<file path="src/rtl/hazard_scoreboard_if.sv">
`default_nettype none
// ============================================================================
// Module      : hazard_scoreboard_if
// Description : IF/ID, write-back and hazard-result signals exchanged between
//               the pipeline control (master) and the hazard scoreboard (slave).
// Revision    : 1.0 - initial release
// ============================================================================
interface hazard_scoreboard_if #(
  parameter int NUM_REGS = 16,
  parameter int ADDR_W   = 4
);
  logic                id_valid;
  logic [3:0]          id_opcode;
  logic [ADDR_W-1:0]   id_rs;
  logic [ADDR_W-1:0]   id_rt;
  logic [ADDR_W-1:0]   id_rd;
  logic                flush;
  logic                wb_RegWrite;
  logic [ADDR_W-1:0]   wb_rd;
  logic                stall;
  logic                bypass_rs;
  logic                bypass_rt;
  logic [NUM_REGS-1:0] busy_vec;
  logic                stall_timeout;

  modport master (
    output id_valid, id_opcode, id_rs, id_rt, id_rd, flush, wb_RegWrite, wb_rd,
    input  stall, bypass_rs, bypass_rt, busy_vec, stall_timeout
  );

  modport slave (
    input  id_valid, id_opcode, id_rs, id_rt, id_rd, flush, wb_RegWrite, wb_rd,
    output stall, bypass_rs, bypass_rt, busy_vec, stall_timeout
  );
endinterface
`default_nettype wire

</file>
<file path="src/rtl/hazard_scoreboard.sv">
`default_nettype none
// ============================================================================
// Module      : hazard_scoreboard
// Description : Per-register latency scoreboard producing the ID-stage stall,
//               write-back bypass selects and a sticky stall-timeout flag.
// Revision    : 1.0 - initial release
// ============================================================================
module hazard_scoreboard #(
  parameter int NUM_REGS  = 16,
  parameter int ADDR_W    = 4,
  parameter int ALU_LAT   = 1,
  parameter int LOAD_LAT  = 2,
  parameter int CNT_W     = 3,
  parameter int MAX_STALL = 15
) (
  input  logic               clk,
  input  logic               rst_n,
  hazard_scoreboard_if.slave sb
);

  localparam logic [3:0] c_OP_ADD    = 4'd0;
  localparam logic [3:0] c_OP_SUB    = 4'd1;
  localparam logic [3:0] c_OP_XOR    = 4'd2;
  localparam logic [3:0] c_OP_RED    = 4'd3;
  localparam logic [3:0] c_OP_SLL    = 4'd4;
  localparam logic [3:0] c_OP_SRA    = 4'd5;
  localparam logic [3:0] c_OP_ROR    = 4'd6;
  localparam logic [3:0] c_OP_PADDSB = 4'd7;
  localparam logic [3:0] c_OP_LW     = 4'd8;
  localparam logic [3:0] c_OP_SW     = 4'd9;
  localparam logic [3:0] c_OP_LLB    = 4'd10;
  localparam logic [3:0] c_OP_LHB    = 4'd11;
  localparam logic [3:0] c_OP_BR     = 4'd13;
  localparam logic [3:0] c_OP_PCS    = 4'd14;

  localparam logic [CNT_W-1:0] c_ALU_LOAD = CNT_W'(ALU_LAT - 1);
  localparam logic [CNT_W-1:0] c_LW_LOAD  = CNT_W'(LOAD_LAT - 1);
  localparam logic [CNT_W-1:0] c_CNT_ONE  = CNT_W'(1);
  localparam int               c_SC_W     = $clog2(MAX_STALL + 1);
  localparam logic [c_SC_W-1:0] c_STALL_MAX = c_SC_W'(MAX_STALL);

  logic [CNT_W-1:0]  cnt_q [NUM_REGS];
  logic [CNT_W-1:0]  cnt_d [NUM_REGS];
  logic              prev_wr_q, prev_wr_d;
  logic [ADDR_W-1:0] prev_rd_q, prev_rd_d;
  logic [c_SC_W-1:0] stall_cnt_q, stall_cnt_d;
  logic              timeout_q, timeout_d;

  logic              w_uses_rs, w_uses_rt, w_writer, w_is_lw, w_is_sw, w_is_br;
  logic [CNT_W-1:0]  w_cnt_rs, w_cnt_rt, w_cnt_rd, w_load_val;
  logic              w_rs_haz, w_rt_haz, w_br_haz, w_waw_haz;
  logic              w_stall, w_issue, w_load;
  logic [NUM_REGS-1:0] w_busy;

  // Opcode decode: which fields are read, whether a result is written.
  always_comb begin
    w_uses_rs = 1'b0;
    w_uses_rt = 1'b0;
    w_writer  = 1'b0;
    w_is_lw   = 1'b0;
    w_is_sw   = 1'b0;
    w_is_br   = 1'b0;
    case (sb.id_opcode)
      c_OP_ADD, c_OP_SUB, c_OP_XOR, c_OP_RED, c_OP_PADDSB: begin
        w_uses_rs = 1'b1;
        w_uses_rt = 1'b1;
        w_writer  = 1'b1;
      end
      c_OP_SLL, c_OP_SRA, c_OP_ROR, c_OP_LLB, c_OP_LHB: begin
        w_uses_rs = 1'b1;
        w_writer  = 1'b1;
      end
      c_OP_LW: begin
        w_uses_rs = 1'b1;
        w_writer  = 1'b1;
        w_is_lw   = 1'b1;
      end
      c_OP_SW: begin
        w_uses_rs = 1'b1;
        w_uses_rt = 1'b1;
        w_is_sw   = 1'b1;
      end
      c_OP_BR: begin
        w_uses_rs = 1'b1;
        w_is_br   = 1'b1;
      end
      c_OP_PCS: w_writer = 1'b1;
      default: ;  // B and HLT touch no registers
    endcase
  end

  // Counter lookup; register 0 and out-of-range addresses read as idle.
  always_comb begin
    w_cnt_rs = '0;
    w_cnt_rt = '0;
    w_cnt_rd = '0;
    for (int r = 1; r < NUM_REGS; r++) begin
      if (sb.id_rs == ADDR_W'(r)) w_cnt_rs = cnt_q[r];
      if (sb.id_rt == ADDR_W'(r)) w_cnt_rt = cnt_q[r];
      if (sb.id_rd == ADDR_W'(r)) w_cnt_rd = cnt_q[r];
    end
  end

  assign w_load_val = w_is_lw ? c_LW_LOAD : c_ALU_LOAD;
  assign w_rs_haz   = w_uses_rs && (w_cnt_rs != '0);
  // Store data is forwarded in MEM, so one remaining cycle is tolerable on rt.
  assign w_rt_haz   = w_uses_rt && (w_is_sw ? (w_cnt_rt > c_CNT_ONE) : (w_cnt_rt != '0));
  // Branches resolve in ID, so even a zero-latency producer one cycle ahead blocks them.
  assign w_br_haz   = w_is_br && prev_wr_q && (prev_rd_q == sb.id_rs) && (sb.id_rs != '0);
  assign w_waw_haz  = w_writer && (w_cnt_rd > w_load_val);
  assign w_stall    = rst_n && sb.id_valid && !sb.flush &&
                      (w_rs_haz || w_rt_haz || w_br_haz || w_waw_haz);
  assign w_issue    = sb.id_valid && !sb.flush && !w_stall;
  assign w_load     = w_issue && w_writer && (sb.id_rd != '0);

  assign prev_wr_d = w_load;
  assign prev_rd_d = sb.id_rd;

  // Next counter values: issue load overrides the per-cycle decrement.
  always_comb begin
    for (int r = 0; r < NUM_REGS; r++) begin
      cnt_d[r] = (cnt_q[r] != '0) ? (cnt_q[r] - c_CNT_ONE) : '0;
      if (w_load && (sb.id_rd == ADDR_W'(r))) cnt_d[r] = w_load_val;
    end
    cnt_d[0] = '0;
  end

  // Saturating consecutive-stall counter and sticky timeout.
  always_comb begin
    if (!w_stall)                        stall_cnt_d = '0;
    else if (stall_cnt_q == c_STALL_MAX) stall_cnt_d = stall_cnt_q;
    else                                 stall_cnt_d = stall_cnt_q + c_SC_W'(1);
    timeout_d = timeout_q || (stall_cnt_d == c_STALL_MAX);
  end

  // State registers, cleared asynchronously.
  always_ff @(posedge clk or negedge rst_n) begin
    if (!rst_n) begin
      for (int r = 0; r < NUM_REGS; r++) cnt_q[r] <= '0;
      prev_wr_q   <= 1'b0;
      prev_rd_q   <= '0;
      stall_cnt_q <= '0;
      timeout_q   <= 1'b0;
    end else begin
      for (int r = 0; r < NUM_REGS; r++) cnt_q[r] <= cnt_d[r];
      prev_wr_q   <= prev_wr_d;
      prev_rd_q   <= prev_rd_d;
      stall_cnt_q <= stall_cnt_d;
      timeout_q   <= timeout_d;
    end
  end

  // Busy view of the scoreboard.
  always_comb begin
    for (int r = 0; r < NUM_REGS; r++) w_busy[r] = (cnt_q[r] != '0);
  end

  assign sb.busy_vec      = w_busy;
  assign sb.stall         = w_stall;
  assign sb.stall_timeout = timeout_q;
  assign sb.bypass_rs     = rst_n && sb.wb_RegWrite && (sb.wb_rd == sb.id_rs) &&
                            (sb.id_rs != '0) && w_uses_rs;
  assign sb.bypass_rt     = rst_n && sb.wb_RegWrite && (sb.wb_rd == sb.id_rt) &&
                            (sb.id_rt != '0) && w_uses_rt;

endmodule
`default_nettype wire
</file>
<file path="src/flat_wrapper.sv">
// flat-port wrapper written by rule: the top's interface ports become plain ports
module hazard_scoreboard_flat 
#(
  parameter int NUM_REGS  = 16,
  parameter int ADDR_W    = 4,
  parameter int ALU_LAT   = 1,
  parameter int LOAD_LAT  = 2,
  parameter int CNT_W     = 3,
  parameter int MAX_STALL = 15
)
  (clk, rst_n, sb_id_valid, sb_id_opcode, sb_id_rs, sb_id_rt, sb_id_rd, sb_flush, sb_wb_RegWrite, sb_wb_rd, sb_stall, sb_bypass_rs, sb_bypass_rt, sb_busy_vec, sb_stall_timeout);
  hazard_scoreboard_if #(.NUM_REGS(NUM_REGS), .ADDR_W(ADDR_W)) sb_i ();
  input  logic clk;
  input  logic rst_n;
  input wire logic [$bits(sb_i.id_valid)-1:0] sb_id_valid;
  input wire logic [$bits(sb_i.id_opcode)-1:0] sb_id_opcode;
  input wire logic [$bits(sb_i.id_rs)-1:0] sb_id_rs;
  input wire logic [$bits(sb_i.id_rt)-1:0] sb_id_rt;
  input wire logic [$bits(sb_i.id_rd)-1:0] sb_id_rd;
  input wire logic [$bits(sb_i.flush)-1:0] sb_flush;
  input wire logic [$bits(sb_i.wb_RegWrite)-1:0] sb_wb_RegWrite;
  input wire logic [$bits(sb_i.wb_rd)-1:0] sb_wb_rd;
  output wire logic [$bits(sb_i.stall)-1:0] sb_stall;
  output wire logic [$bits(sb_i.bypass_rs)-1:0] sb_bypass_rs;
  output wire logic [$bits(sb_i.bypass_rt)-1:0] sb_bypass_rt;
  output wire logic [$bits(sb_i.busy_vec)-1:0] sb_busy_vec;
  output wire logic [$bits(sb_i.stall_timeout)-1:0] sb_stall_timeout;
  assign sb_i.id_valid = sb_id_valid;
  assign sb_i.id_opcode = sb_id_opcode;
  assign sb_i.id_rs = sb_id_rs;
  assign sb_i.id_rt = sb_id_rt;
  assign sb_i.id_rd = sb_id_rd;
  assign sb_i.flush = sb_flush;
  assign sb_i.wb_RegWrite = sb_wb_RegWrite;
  assign sb_i.wb_rd = sb_wb_rd;
  assign sb_stall = sb_i.stall;
  assign sb_bypass_rs = sb_i.bypass_rs;
  assign sb_bypass_rt = sb_i.bypass_rt;
  assign sb_busy_vec = sb_i.busy_vec;
  assign sb_stall_timeout = sb_i.stall_timeout;
  hazard_scoreboard #(.NUM_REGS(NUM_REGS), .ADDR_W(ADDR_W), .ALU_LAT(ALU_LAT), .LOAD_LAT(LOAD_LAT), .CNT_W(CNT_W), .MAX_STALL(MAX_STALL)) u_core (.clk(clk), .rst_n(rst_n), .sb(sb_i));
endmodule
</file>
<file path="config.mk">
export PLATFORM = sky130hd
export DESIGN_NAME = hazard_scoreboard_flat
export DESIGN_NICKNAME = d
export VERILOG_FILES = /design/src/rtl/hazard_scoreboard_if.sv /design/src/rtl/hazard_scoreboard.sv /design/src/flat_wrapper.sv
export SDC_FILE = /design/constraint.sdc
export NUM_CORES = 1
export LEC_CHECK = 0
export CELL_PAD_IN_SITES_DETAIL_PLACEMENT = 0
export CELL_PAD_IN_SITES_GLOBAL_PLACEMENT = 1
export CORE_ASPECT_RATIO = 0.75
export CORE_MARGIN = 8
export CORE_UTILIZATION = 40
export CTS_CLUSTER_SIZE = 20
export DETAILED_ROUTE_END_ITERATION = 8
export PLACE_DENSITY_LB_ADDON = 0.1
export SYNTH_ARGS = -nofsm -noshare
export SYNTH_HDL_FRONTEND = slang
export SYNTH_SLANG_ARGS = --single-unit
export TNS_END_PERCENT = 1
</file>
<file path="constraint.sdc">
create_clock -name clk -period 4 [get_ports clk]
set_input_delay 0.4 -clock clk [delete_from_list [all_inputs] [get_ports clk]]
set_output_delay 0.4 -clock clk [all_outputs]
set_load 0.05 [all_outputs]
</file>
==> run summary <==
Die area - 0.0154 sq mm
WL final - 13,900 um
Max cap viols - 0
Syn Area/Cell - 8.78 sq um
Origin of the critical flop-to-flop path - u_core.cnt_q[39]
Adder-cell share of the synthesized area - 0.0861
Synth top area share - 0.296
Share of cells above drive strength 1 - 0.160
Pwr Density - 267 mW/mm^2
TritonCTS clock tree - built
Multiplexer share of the synthesized area - 0.0828
Most frequent cell after synthesis - dfrtp_1
M1 WL - 7060 um
Core box area - 0.0115 sq mm
CP Data Arrival Time - 3.32 ns
Net Count, Synth - 587
CTS clk-pin slew, worst paths - 0.07 ns
Fin util - 0.478
ANT nets after route - 0
Largest family of logic cells by synthesized area - simple AND/OR/NAND/NOR gates
H-tree depth - 2
Clk Tree Root Cell - clkbuf_16
Slack of the worst reg-to-reg path - 0.84 ns
Setup crit start kind - input port
Met3 WL - 936 um
Cell mode on critical path - buf_4
Met2 wire length - 5690 um
Synth area leader - dfrtp_1
Initial DRC Count - 363
GRT Util Overall - 0.184
EDFF count, synth - 0
WP data required - 3.60 ns
Status - finished, final reports clean
Final hold slack - 0.317 ns
Worst-margin pin slew - 0.763 ns
Synth cell types - 78
Design Power - 1.46 mW
Initial antenna violation count - 0
Post-synthesis cell area - 0.00465 sq mm
LEAKAGE - 2.60 nW
Commonest cells post-synth - 55 x dfrtp_1, 50 x inv_1, 48 x nor2_1
Placed cell area - 0.00529 sq mm
Global route total overflow - 0
Worst path bufs/invs - 4
CTS sink cnt - 55
Critical path type - input port to output pin
R2R depth - 14
Final count of hold timing violations - 0
Slew Viols, Final - 0
Fin area - 0.00549 sq mm
Die Width - 141 um
Reg2reg end - u_core.cnt_q[27]
CP peak stage delay - 0.53 ns
DP Wirelength - 10,500 um
Chip height - 109 um
Simple-Gate Fraction of Synth Area - 0.231
IO buf count - 43
Max Freq - 0.269 GHz
First-pass GRT wire length - 22,100 um
Register area share after synthesis - 0.296
Postcts setup bufs - 0
Hold crit path type - input port to async pin
Vias in the first global route - 3,945
Synthesis-to-layout area growth - 18.0%
Drt wl/cell - 19.2 um
Critical path cell sequence - clkdlybuf4s50_1 -> buf_4 -> nand2b_1 -> o21ai_0 -> o32ai_1 -> nor2_1 -> a31oi_1 -> a221oi_1 -> ha_1 -> nor2_1 -> a21oi_1 -> a31oi_2 -> a211oi_4 -> buf_4 -> a21oi_1 -> buf_4
Via-to-Cell Ratio - 5.66
CP Capture Type - output pin
Min Tclk post-route - 3.72 ns
Ys Warns - 0
Crit share post-route - 0.929
Final #Nets - 636
Flops & latches, synth - 55
Residual DRC - 0
Slew headroom - 0.491
Largest net degree at the start of global routing - 57
Critical path's slowest cell - clkdlybuf4s50_1
RSZ-0062 raised after global routing - no
Num CTS Buffers - 5
Most used DFF post-synth - dfrtp_1
Via count - 4,099
Family with the most delay on the worst path - compound AO/OA/AOI/OAI gates
Max Used Layer - met4
ANT cells - 0
Gp weighted congestion - 0.873
Post-Synth XOR/XNOR Area - 0.0188
Top cells by area, synth - dfrtp_1 30%, ha_1 8.6%, inv_1 4.0%
Final setup viols - 0
Cells after Synth - 530
CP Max Fanout - 12
Row count - 34
1st-pass router iterations - 5
Clock buffer depth - 2
Post-synthesis async set-or-reset flop share - 1.00
Starting Density - 0.405
CTS Hold Bufs - 0
Worst Skew - 0.00600 ns
VDD IR max - 0.155 mV
Worst skew pair latency - 0.30 ns
Final TNS setup - 0 ns
# IOs - 45
Post-synthesis compound-gate area fraction - 0.205
==> registers in the layout (all words and copies together), names as in the netlist <==
| signal | count |
|---|---|
| u_core.prev_rd_q | 4 |
| u_core.prev_wr_q | 1 |
| u_core.sb.stall_timeout | 1 |
| u_core.cnt_q | 45 |
| u_core.stall_cnt_q | 4 |
==> per-layer routing <==
layer  vias to the layer above  GRT usage
li1                       1960          -
met1                      1974      0.262
met2                       146      0.277
met3                        19     0.0377
met4                         0     0.0520
met5                         -          0
==> worst max-delay path by stage <==
stage	start	cells after the start	slack, ns	end
2_1_floorplan	sb_id_rd[0]	15	0.19	sb_stall
5_1_grt	sb_id_rd[0]	16	0.04	sb_stall
3_3_place_gp	sb_id_rd[1]	15	0.29	u_core.cnt_q[30]
4_1_cts	sb_id_rd[1]	16	0.20	sb_stall
6_report	sb_id_rd[0]	16	0.28	sb_stall
3_5_place_dp	sb_id_rd[1]	16	0.19	u_core.cnt_q[30]
==> cell families (layout without fill, tap and decap cells) <==
logic type	Yosys count	in the layout
buf+inv	80	130
fa+ha+maj	32	32
compound gates	122	122
other cells	1	1
flops	55	55
mux	31	31
xor+xnor	10	10
simple gates	199	199
==> what timing repair did <==
action / 4_1_cts / 5_1_grt
endpoints found under the hold margin: 0 / 0
resized for setup: 0 / 2
setup endpoints to repair: 0 / 1
==> layout by cell type (no fill, tap or decap), types with 3 or more instances in the layout <==
| cell | count |
|---|---|
| o211ai_1 | 6 |
| and2_1 | 18 |
| nand2b_1 | 8 |
| nor3_1 | 10 |
| mux2i_1 | 4 |
| nand4_1 | 4 |
| a221o_1 | 4 |
| xnor2_1 | 6 |
| a21oi_1 | 23 |
| clkdlybuf4s50_1 | 40 |
| nand2_1 | 40 |
| nor2_1 | 48 |
| a221oi_1 | 4 |
| nor2b_1 | 14 |
| and3b_1 | 3 |
| dfrtp_1 | 55 |
| o2111ai_2 | 6 |
| nor3b_1 | 7 |
| ha_1 | 32 |
| a31oi_1 | 4 |
| a21boi_0 | 15 |
| o22ai_1 | 3 |
| buf_4 | 28 |
| or2_2 | 11 |
| inv_1 | 50 |
| nor4_1 | 3 |
| nand3_1 | 11 |
| o21ai_0 | 15 |
| nand3b_1 | 3 |
| xor2_1 | 4 |
| mux2_2 | 16 |
| mux2_4 | 8 |
| o2111ai_1 | 9 |
| clkbuf_16 | 5 |
| nor4bb_1 | 3 |
==> layout make-up <==
type / count / area, sq um
Tap cell: 144 / 180
Sequential cell: 55 / 1380
Clock buffer: 6 / 129
Timing Repair Buffer: 70 / 628
Clock inverter: 2 / 60.1
Inverter: 52 / 195
Fill cell: 1125 / 6000
Multi-Input combinational cell: 395 / 2920
==> worst reg2reg max path: stages, from the launching register on <==
cell and delay [ns]:
dfrtp_1 0.46, mux2_2 0.30, a22oi_1 0.16, o32ai_1 0.12
nor2_1 0.10, a31oi_1 0.05, a221oi_1 0.23, ha_1 0.28
nor2_1 0.10, a21oi_1 0.06, a31oi_2 0.18, a211oi_4 0.06
buf_4 0.18, o2111ai_1 0.37, mux2_2 0.38
==> where the power goes <==
part	internal (mW)	switching, mW
registers	0.565	0.0143
logic	0.124	0.188
clock network	0.360	0.213
total	1.05	0.415
==> stage by stage <==
step,instances,setup slack (ns)
finish,724,0.284
CTS,724,0.205
detailed placement,716,0.187
global route,724,0.0402
global placement,716,0.287
floorplan,530,0.194
No activity file was read; power rests on OpenSTA's default activity.
